### config.mk
export PLATFORM = sky130hd
export DESIGN_NAME = spi_reg_slave
export DESIGN_NICKNAME = d
export VERILOG_FILES = /design/src/rtl/spi_reg_slave.sv
export SDC_FILE = /design/constraint.sdc
export NUM_CORES = 1
export LEC_CHECK = 0
export ABC_AREA = 0
export CAP_MARGIN = 15
export CORE_MARGIN = 2
export CORE_UTILIZATION = 49
export CTS_BUF_LIST = sky130_fd_sc_hd__clkbuf_4 sky130_fd_sc_hd__clkbuf_8
export CTS_CLUSTER_SIZE = 25
export DETAILED_ROUTE_END_ITERATION = 8
export GPL_TIMING_DRIVEN = 1
export PLACE_DENSITY_LB_ADDON = 0.2
export SLEW_MARGIN = 20
export SYNTH_ARGS = -nofsm -noshare
export SYNTH_HDL_FRONTEND = slang
export SYNTH_SLANG_ARGS = --single-unit
### constraint.sdc
create_clock -name clk -period 1.6 [get_ports clk]
set_input_delay 0.32 -clock clk [delete_from_list [all_inputs] [get_ports clk]]
set_output_delay 0.32 -clock clk [all_outputs]
set_load 0.01 [all_outputs]
### src/rtl/spi_reg_slave.sv
// rtl/spi_reg_slave.sv - SPI mode-3 slave bridging a master to a register file.
// Define SPI_BURST_EN to let clocking past the first word continue with auto-incremented addresses.
module spi_reg_slave #(
   parameter int ADDR_W      = 7,
   parameter int DATA_W      = 16,
   parameter int SYNC_STAGES = 2
) (
   input  logic              clk,
   input  logic              rst,
   input  logic              sck,
   input  logic              mosi,
   output logic              miso,
   input  logic              cs,
   output logic [ADDR_W-1:0] addr,
   output logic [DATA_W-1:0] data_in,
   input  logic [DATA_W-1:0] data_out,
   output logic              wr_en
);
   localparam int HDR_BITS   = 1 + ADDR_W;
   localparam int FRAME_BITS = HDR_BITS + DATA_W;
   localparam int CNT_W      = $clog2(FRAME_BITS + 1);
   localparam int SH_W       = (DATA_W > HDR_BITS ? DATA_W : HDR_BITS) - 1;
   localparam logic [CNT_W-1:0] HDR_LAST   = CNT_W'(HDR_BITS - 1);
   localparam logic [CNT_W-1:0] HDR_DONE   = CNT_W'(HDR_BITS);
   localparam logic [CNT_W-1:0] FRAME_LAST = CNT_W'(FRAME_BITS - 1);
   localparam logic [CNT_W-1:0] FRAME_DONE = CNT_W'(FRAME_BITS);

   logic [SYNC_STAGES-1:0] sck_q, mosi_q, cs_q, fill;
   logic                   sck_prev, cs_prev, armed, active, rd_flag, load_pend;
   logic [CNT_W-1:0]       bit_cnt;
   logic [SH_W-1:0]        rx_sh;
   logic [DATA_W-1:0]      tx_sh;
   logic                   sck_s, mosi_s, cs_s, settled, sck_rise, sck_fall, frame_start;
   logic [HDR_BITS-1:0]    hdr_word;
   logic [DATA_W-1:0]      data_word;
`ifdef SPI_BURST_EN
   logic                   burst_cont;
`endif

   assign sck_s       = sck_q[SYNC_STAGES-1];
   assign mosi_s      = mosi_q[SYNC_STAGES-1];
   assign cs_s        = cs_q[SYNC_STAGES-1];
   assign settled     = fill[SYNC_STAGES-1];
   assign sck_rise    = !sck_prev && sck_s;
   assign sck_fall    = sck_prev && !sck_s;
   // armed needs a real (post-reset) cs-high sample, so a reset mid-frame never resumes that frame
   assign frame_start = armed && cs_prev && !cs_s;
   assign hdr_word    = {rx_sh[ADDR_W-1:0], mosi_s};
   assign data_word   = {rx_sh[DATA_W-2:0], mosi_s};

   always_ff @(posedge clk) begin
      if (rst) begin
         sck_q <= '1; cs_q <= '1; mosi_q <= '0; fill <= '0;
         sck_prev <= 1'b1; cs_prev <= 1'b1;
         armed <= 1'b0; active <= 1'b0; rd_flag <= 1'b0; load_pend <= 1'b0;
         bit_cnt <= '0; rx_sh <= '0; tx_sh <= '0;
         addr <= '0; data_in <= '0; wr_en <= 1'b0; miso <= 1'b0;
`ifdef SPI_BURST_EN
         burst_cont <= 1'b0;
`endif
      end else begin
         sck_q    <= {sck_q[SYNC_STAGES-2:0], sck};
         mosi_q   <= {mosi_q[SYNC_STAGES-2:0], mosi};
         cs_q     <= {cs_q[SYNC_STAGES-2:0], cs};
         fill     <= {fill[SYNC_STAGES-2:0], 1'b1};
         sck_prev <= sck_s;
         cs_prev  <= cs_s;
         wr_en     <= 1'b0;
         load_pend <= 1'b0;
         miso      <= (active && !cs_s) ? tx_sh[DATA_W-1] : 1'b0;
         if (settled && cs_s)
            armed <= 1'b1;

         if (cs_s) begin
            active <= 1'b0;
         end else if (frame_start) begin
            active  <= 1'b1;
            bit_cnt <= '0;
            rx_sh   <= '0;
            tx_sh   <= '0;
            rd_flag <= 1'b0;
`ifdef SPI_BURST_EN
            burst_cont <= 1'b0;
`endif
         end else if (active) begin
            // data_out follows addr, so the read word is captured one cycle after addr updates
            if (load_pend)
               tx_sh <= data_out;
            else if (sck_fall && bit_cnt > HDR_DONE)
               tx_sh <= tx_sh << 1;

            if (sck_rise) begin
               rx_sh <= {rx_sh[SH_W-2:0], mosi_s};
               if (bit_cnt == HDR_LAST) begin
                  addr      <= hdr_word[ADDR_W-1:0];
                  rd_flag   <= hdr_word[ADDR_W];
                  load_pend <= 1'b1;
                  bit_cnt   <= bit_cnt + 1'b1;
               end else if (bit_cnt == FRAME_LAST) begin
                  data_in <= data_word;
                  wr_en   <= !rd_flag;
`ifdef SPI_BURST_EN
                  if (burst_cont)
                     addr <= addr + 1'b1;
                  burst_cont <= 1'b1;
                  load_pend  <= 1'b1;
                  bit_cnt    <= HDR_DONE;
`else
                  bit_cnt <= bit_cnt + 1'b1;
`endif
               end else if (bit_cnt != FRAME_DONE) begin
                  bit_cnt <= bit_cnt + 1'b1;
               end
            end
         end
      end
   end
endmodule

After elaboration in Yosys (flattened, before gate mapping)
Index checks and enable logic that the tools add are counted.

Bits in registers: 75. Bits of input ports: 21. Output and inout bits: 25. Logic and storage cells: 75.

Add/sub/neg operators: 1. Order comparisons: 1. Eq/ne operators: 3. Mux-type cells: 19. Bitwise operators: 7. Reductions and logical operators: 26.

Operator list (count): $mux W16 (4); $mux W15 (3); $mux W5 (6); $reduce_and A4 Y1 (2); $logic_and A1 B1 Y1 (7); $not A1 Y1 (7); $reduce_or A7 Y1 (1); $mux W1 (6); $reduce_and A3 Y1 (2); $reduce_and A6 Y1 (1); $reduce_bool A2 Y1 (3); $add A5 B1 Y5 const B (1); $eq A5 B3 Y1 const B (1); $eq A5 B5 Y1 const B (1); $gt A5 B4 Y1 const B (1); $ne A5 B5 Y1 const B (1); $reduce_and A5 Y1 (1); $reduce_or A5 Y1 (1); $logic_not A1 Y1 (4); $reduce_bool A4 Y1 (1); $reduce_or A2 Y1 (2); $reduce_bool A3 Y1 (1).

Depth between registers and ports, before layout
Depth after elaboration: 7. Depth in mapped cells: 7. Mapped depth without buffers: 6.

Worst setup path after synthesis
No wires, ideal clock.

Kind: reg-to-reg. Start point: register cs_q[1]. End point: register addr[0]. Library setup time: 0.128 ns. Arrival: 1.428 ns. Required time: 1.472 ns. Path slack: 0.045 ns. Cell stages (with the launch flop): 6. Buffers on the path: 1. Clock period less this slack: 1.555 ns. Path through: dfxtp_1 -> nand4bb_1 -> buf_6 -> nor4_4 -> mux2i_1 -> nor2_1.

Cells in the longest elaborated chain, start to end: 4. Elaborated cells on any way between the ends: 5. Those cells by class: 2 x bitwise; 3 x reduce/logical.

Ends and longest elaborated chain: start, declared (line 28) `logic [SYNC_STAGES-1:0] sck_q, mosi_q, cs_q, fill;`; start signal, assigned (line 64) `cs_q <= {cs_q[SYNC_STAGES-2:0], cs};`; $logic_not A1 Y1 (line 47) `assign frame_start = armed && cs_prev && !cs_s;`; $logic_and A1 B1 Y1 (line 47); $not A1 Y1 (no source line); $reduce_and A5 Y1 (no source line) *; end signal, assigned (line 95) `addr <= hdr_word[ADDR_W-1:0];`; end, declared (line 14) `output logic [ADDR_W-1:0] addr,`.

Every way passes the cells marked *; elsewhere a longest branch is shown, timed or not. A chain may end at the register's enable or synchronous reset.

Worst setup path after layout
Start point: register bit_cnt[1]. End point: register tx_sh[12].

Cells in the longest elaborated chain, start to end: 4.

Ends and longest elaborated chain: start, declared (line 30) `logic [CNT_W-1:0] bit_cnt;`; start signal, assigned (line 98) `bit_cnt <= bit_cnt + 1'b1;`; start signal, assigned (line 109) `bit_cnt <= bit_cnt + 1'b1;`; start signal, assigned (line 112) `bit_cnt <= bit_cnt + 1'b1;`; $gt A5 B4 Y1 (line 89) `else if (sck_fall && bit_cnt > HDR_DONE)`; $logic_and A1 B1 Y1 (line 89); $reduce_bool A3 Y1 (no source line); $reduce_and A3 Y1 (no source line); end signal, assigned (line 88) `tx_sh <= data_out;`; end signal, assigned (line 90) `tx_sh <= tx_sh << 1;`; end, declared (line 32) `logic [DATA_W-1:0] tx_sh;`.

Every way passes these cells.

==> impl_summary.md <==
Layout
For this run, the share of the core covered by cells in the final layout is 0.6926. The number of nets at the end of the flow is 380. The finished layout holds 434 standard cells, fillers aside. The number of antenna diodes in the final layout is 0. The number of inserted filler cells in the final layout is approximately 460. The most frequent standard cell in the layout excluding fill and tap cells is dfxtp_1. In the layout the commonest cells are 71 x dfxtp_1, 67 x nand2_1, 34 x a21oi_1, 34 x clkdlybuf4s50_1, 23 x mux2i_1. The signed area change from the synthesized netlist to the final layout is 36.44%. In the final layout, the share of cells above drive strength 1 is 0.1906.

Drt
Detailed routing inserted a total of 2,258 vias. After detailed routing, the number of remaining DRC violations is 0. Dividing the detail-routed wire length by the instance count gives roughly 13 um. The initial detailed-routing violation count is 103.

In this run the remaining antenna-violating nets after routing total 0. The total wire length is 5737 um. The detailed-routing iteration count for the pre-antenna-repair pass is 6. The average via count per standard cell is 5.203.

Timing
Headroom to the max-slew limit came out at 0.7693. The final cycle utilization of the critical path is 0.9667. Counting I/O delays and the setup requirement, the final critical path takes 1.547 ns. Timing would allow up to 646.6 MHz.

The number of failing hold endpoints at the final stage is 0. For the pin with the worst max-slew slack, the measured transition is 0.3422 ns. Setup repair after global routing could not meet its margin everywhere. The maximum clock skew at final layout is 0.01052 ns. The total count of max-transition violations in the final report is 0. Setup slack on the critical path of the routed design comes to 0.05336 ns. Setup violations remaining at the end of the flow were counted as 0.

Clocking
Buffers inserted during clock tree synthesis total 9. CTS built an H-tree with a depth of 3. The post-CTS setup-driven buffer insertion count is 0. The master cell of the clock root buffer is clkbuf_8. The clock drives 75 sinks. TritonCTS built the clock tree. Counting along the longest clock path gives a buffer depth of 2. The clock transition at the registers of the reported paths is 0.08 ns.

The clock reaches the later pin of the worst-skew pair after 0.35 ns.

GRT
The overflow left after global routing is 0. Entering global routing, the biggest net connects 28 pins. The initial antenna violation count came to 0.

Across every metal layer, demand over resource in global routing totals 0.1949. The wire length of the first global-routing pass is 9432 um. The number of global-route vias before repair is 2,066.

Placed design
The total half-perimeter wirelength after legalization and detailed placement is 3815 um. The number of buffers inserted by port buffering is 45. Including well taps, the total number of placed cells is 418. Prior to clock tree synthesis, the placed netlist has a worst setup slack of -0.2285 ns. At the end of routability-driven placement, the weighted congestion stood at 0.8616.

Synth
The synthesized design contains 0 enable-type register cells. The count of different cell masters after synthesis is 36. By area the synthesized netlist is led by dfxtp_1 54%, nand2_1 9.0%, mux2i_1 8.2%, a21oi_1 6.3%, o2bb2ai_1 5.0%. The post-synthesis instance area is 2795 um^2. The cell taking the most area after synthesis is dfxtp_1.

The post-synthesis net count is 320. Among all flip-flop cells after synthesis, the most frequent one is dfxtp_1. The count of state elements after synthesis is 75. The count of synthesis-stage warnings from yosys is 0. The share of the Yosys chip area taken by registers is 0.5372.

Of the post-synthesis cell area, the dominant cell type holds 0.5372. The cell count after synthesis came out at 297. A synthesized cell averages 9.411 um^2.

After synthesis, the share of flip-flops with an asynchronous set or reset is 0.

Power
In this run the power spent charging and discharging nets is 795.0 uW. The static leakage is approximately 0.0015 uW. IR analysis of the VDD net gives a maximum drop of 0.0008801 V. Internal power comes to around 2900 uW. In this run the power density over the cells is 965.7 nW/um^2. The portion of total power attributed to combinational logic is 0.037. The proportion of total power due to net switching is 0.2159. The fraction of power consumed by the clock network is 0.451. Overall power consumption after layout is estimated at approximately 3700 uW. Of the total power, registers draw 0.512.

Die
The placeable core region is about 5500 um^2. The count of boundary I/O pins is between 40 and 50. In this run the core area contains 27 standard-cell rows. The die footprint is 6324 um^2. The die is 79.53 um wide. The initial utilization of the core area, before any placement, comes to 0.5076.

The die span in y is 79.53 um.

Critical path
STA classifies the critical path endpoint as a flop. The startpoint of the most critical setup path is bit_cnt[1]$_SDFFE_PP0P_. STA classifies the critical path startpoint as a flop.

Of all nets on the critical path, the largest fanout is 8. At the worst endpoint, the arrival time is around 1.8 ns. STA puts the critical path data required time at 1.83 ns.

The critical path in this run is classified as reg2reg. The startpoint identified for the worst register-to-register timing path is bit_cnt[1]$_SDFFE_PP0P_.

Hold path
The min-delay analysis places its worst path in the category reg2reg. The startpoint identified for the worst hold timing path is sck_q[0]$_SDFF_PP1_.

Run status
The flow ran to the end, and the final reports show no timing, DRC or antenna violations.

Run
The tool flagged a number of max-cap violations equal to 0.
-- stage by stage --
stage / setup TNS (ns) / area (um^2) / hold WS (ns)
after floorplan: 0 / 2795 / 0.3895
after global placement: -2.757 / 3428 / 0.3937
after detailed placement: -4.847 / 3428 / 0.3954
after CTS: 0 / 3680 / 0.4132
after global routing: -0.2620 / 3814 / 0.4252
final: 0 / 3814 / 0.4109
-- power by group through the flow --
| stage | clock (uW) | sequential [uW] | combinational (uW) |
|---|---|---|---|
| after floorplan | 0 | 1930 | 52.3 |
| after global placement | 0 | 1930 | 128 |
| after detailed placement | 0 | 1930 | 130 |
| after CTS | 1700 | 1880 | 131 |
| after global routing | 1780 | 1890 | 148 |
| final | 1660 | 1890 | 137 |
-- state kept, by name, summed over array words and instances, names as in the netlist, 2 cells and up --
| name | cells |
|---|---|
| data_in | 16 |
| tx_sh | 16 |
| rx_sh | 15 |
| addr | 7 |
| bit_cnt | 5 |
| cs_q | 2 |
| fill | 2 |
| mosi_q | 2 |
| sck_q | 2 |
-- cells by family after synthesis --
logic type | count (synthesis) | share of synthesized area
buffers and inverters | 23 | 0.03715
adder cells (fa/ha/maj) | 2 | 0.008951
XOR/XNOR | 1 | 0.003134
AND/OR/NAND/NOR | 113 | 0.1920
flip-flops | 75 | 0.5372
AO/OA/AOI/OAI | 60 | 0.1392
multiplexers | 23 | 0.08236
-- synth_stat cells (2+ instances only) --
cell and number:
o211ai_1 2, inv_1 5, o2bb2ai_1 16, o21ai_0 3
and3b_1 2, clkbuf_1 7, ha_1 2, a21oi_1 35
nor2_1 17, mux2i_1 23, nand2_1 67, buf_1 2
and2_1 2, dfxtp_1 75, nor2b_1 3, or4_1 2
or2_2 6, nor3_1 2, buf_2 7, nand4b_1 2
nand3_1 2
-- final cells by class --
type | count | area [um^2] | area share
Timing Repair Buffer | 67 | 659.4 | 0.1729
Clock buffer | 10 | 137.6 | 0.03609
Tap cell | 72 | 90.09 | 0.02362
Multi-Input combinational cell | 199 | 1306 | 0.3425
Clock inverter | 6 | 95.09 | 0.02493
Inverter | 5 | 18.77 | 0.004921
Sequential cell | 75 | 1506 | 0.3950
-- critical path, stage by stage, from the launching register on --
cell	delay, ns
dfxtp_2	0.36
inv_2	0.05
ha_4	0.16
a2111oi_4	0.29
buf_4	0.17
o41ai_2	0.07
buf_4	0.19
o2bb2ai_1	0.13
-- worst paths after layout --
kind                                                to  slack (ns)  cells after the start
worst max-delay path            tx_sh[12]$_SDFFE_PP0P_        0.05                      7
worst min-delay path               sck_q[1]$_SDFF_PP1_        0.41                      1
worst max register to register  tx_sh[12]$_SDFFE_PP0P_        0.05                      7
worst min register to register     sck_q[1]$_SDFF_PP1_        0.41                      1
-- metal layers --
metal / wire length, um / GRT usage / vias up
li1: - / - / 1146
met1: 2606 / 0.2275 / 1066
met2: 2834 / 0.3269 / 37
met3: 218 / 0.07466 / 9
met4: 78 / 0.06552 / 0
met5: 0 / 0 / -
-- timing repair --
item / CTS / global route
setup endpoints to repair: 32 / 38
gates cloned: 0 / 0
hold buffers: 0 / 0
pin swaps: 0 / 2
gates resized for setup: 5 / 32
Power figures use the tool's default switching activity.
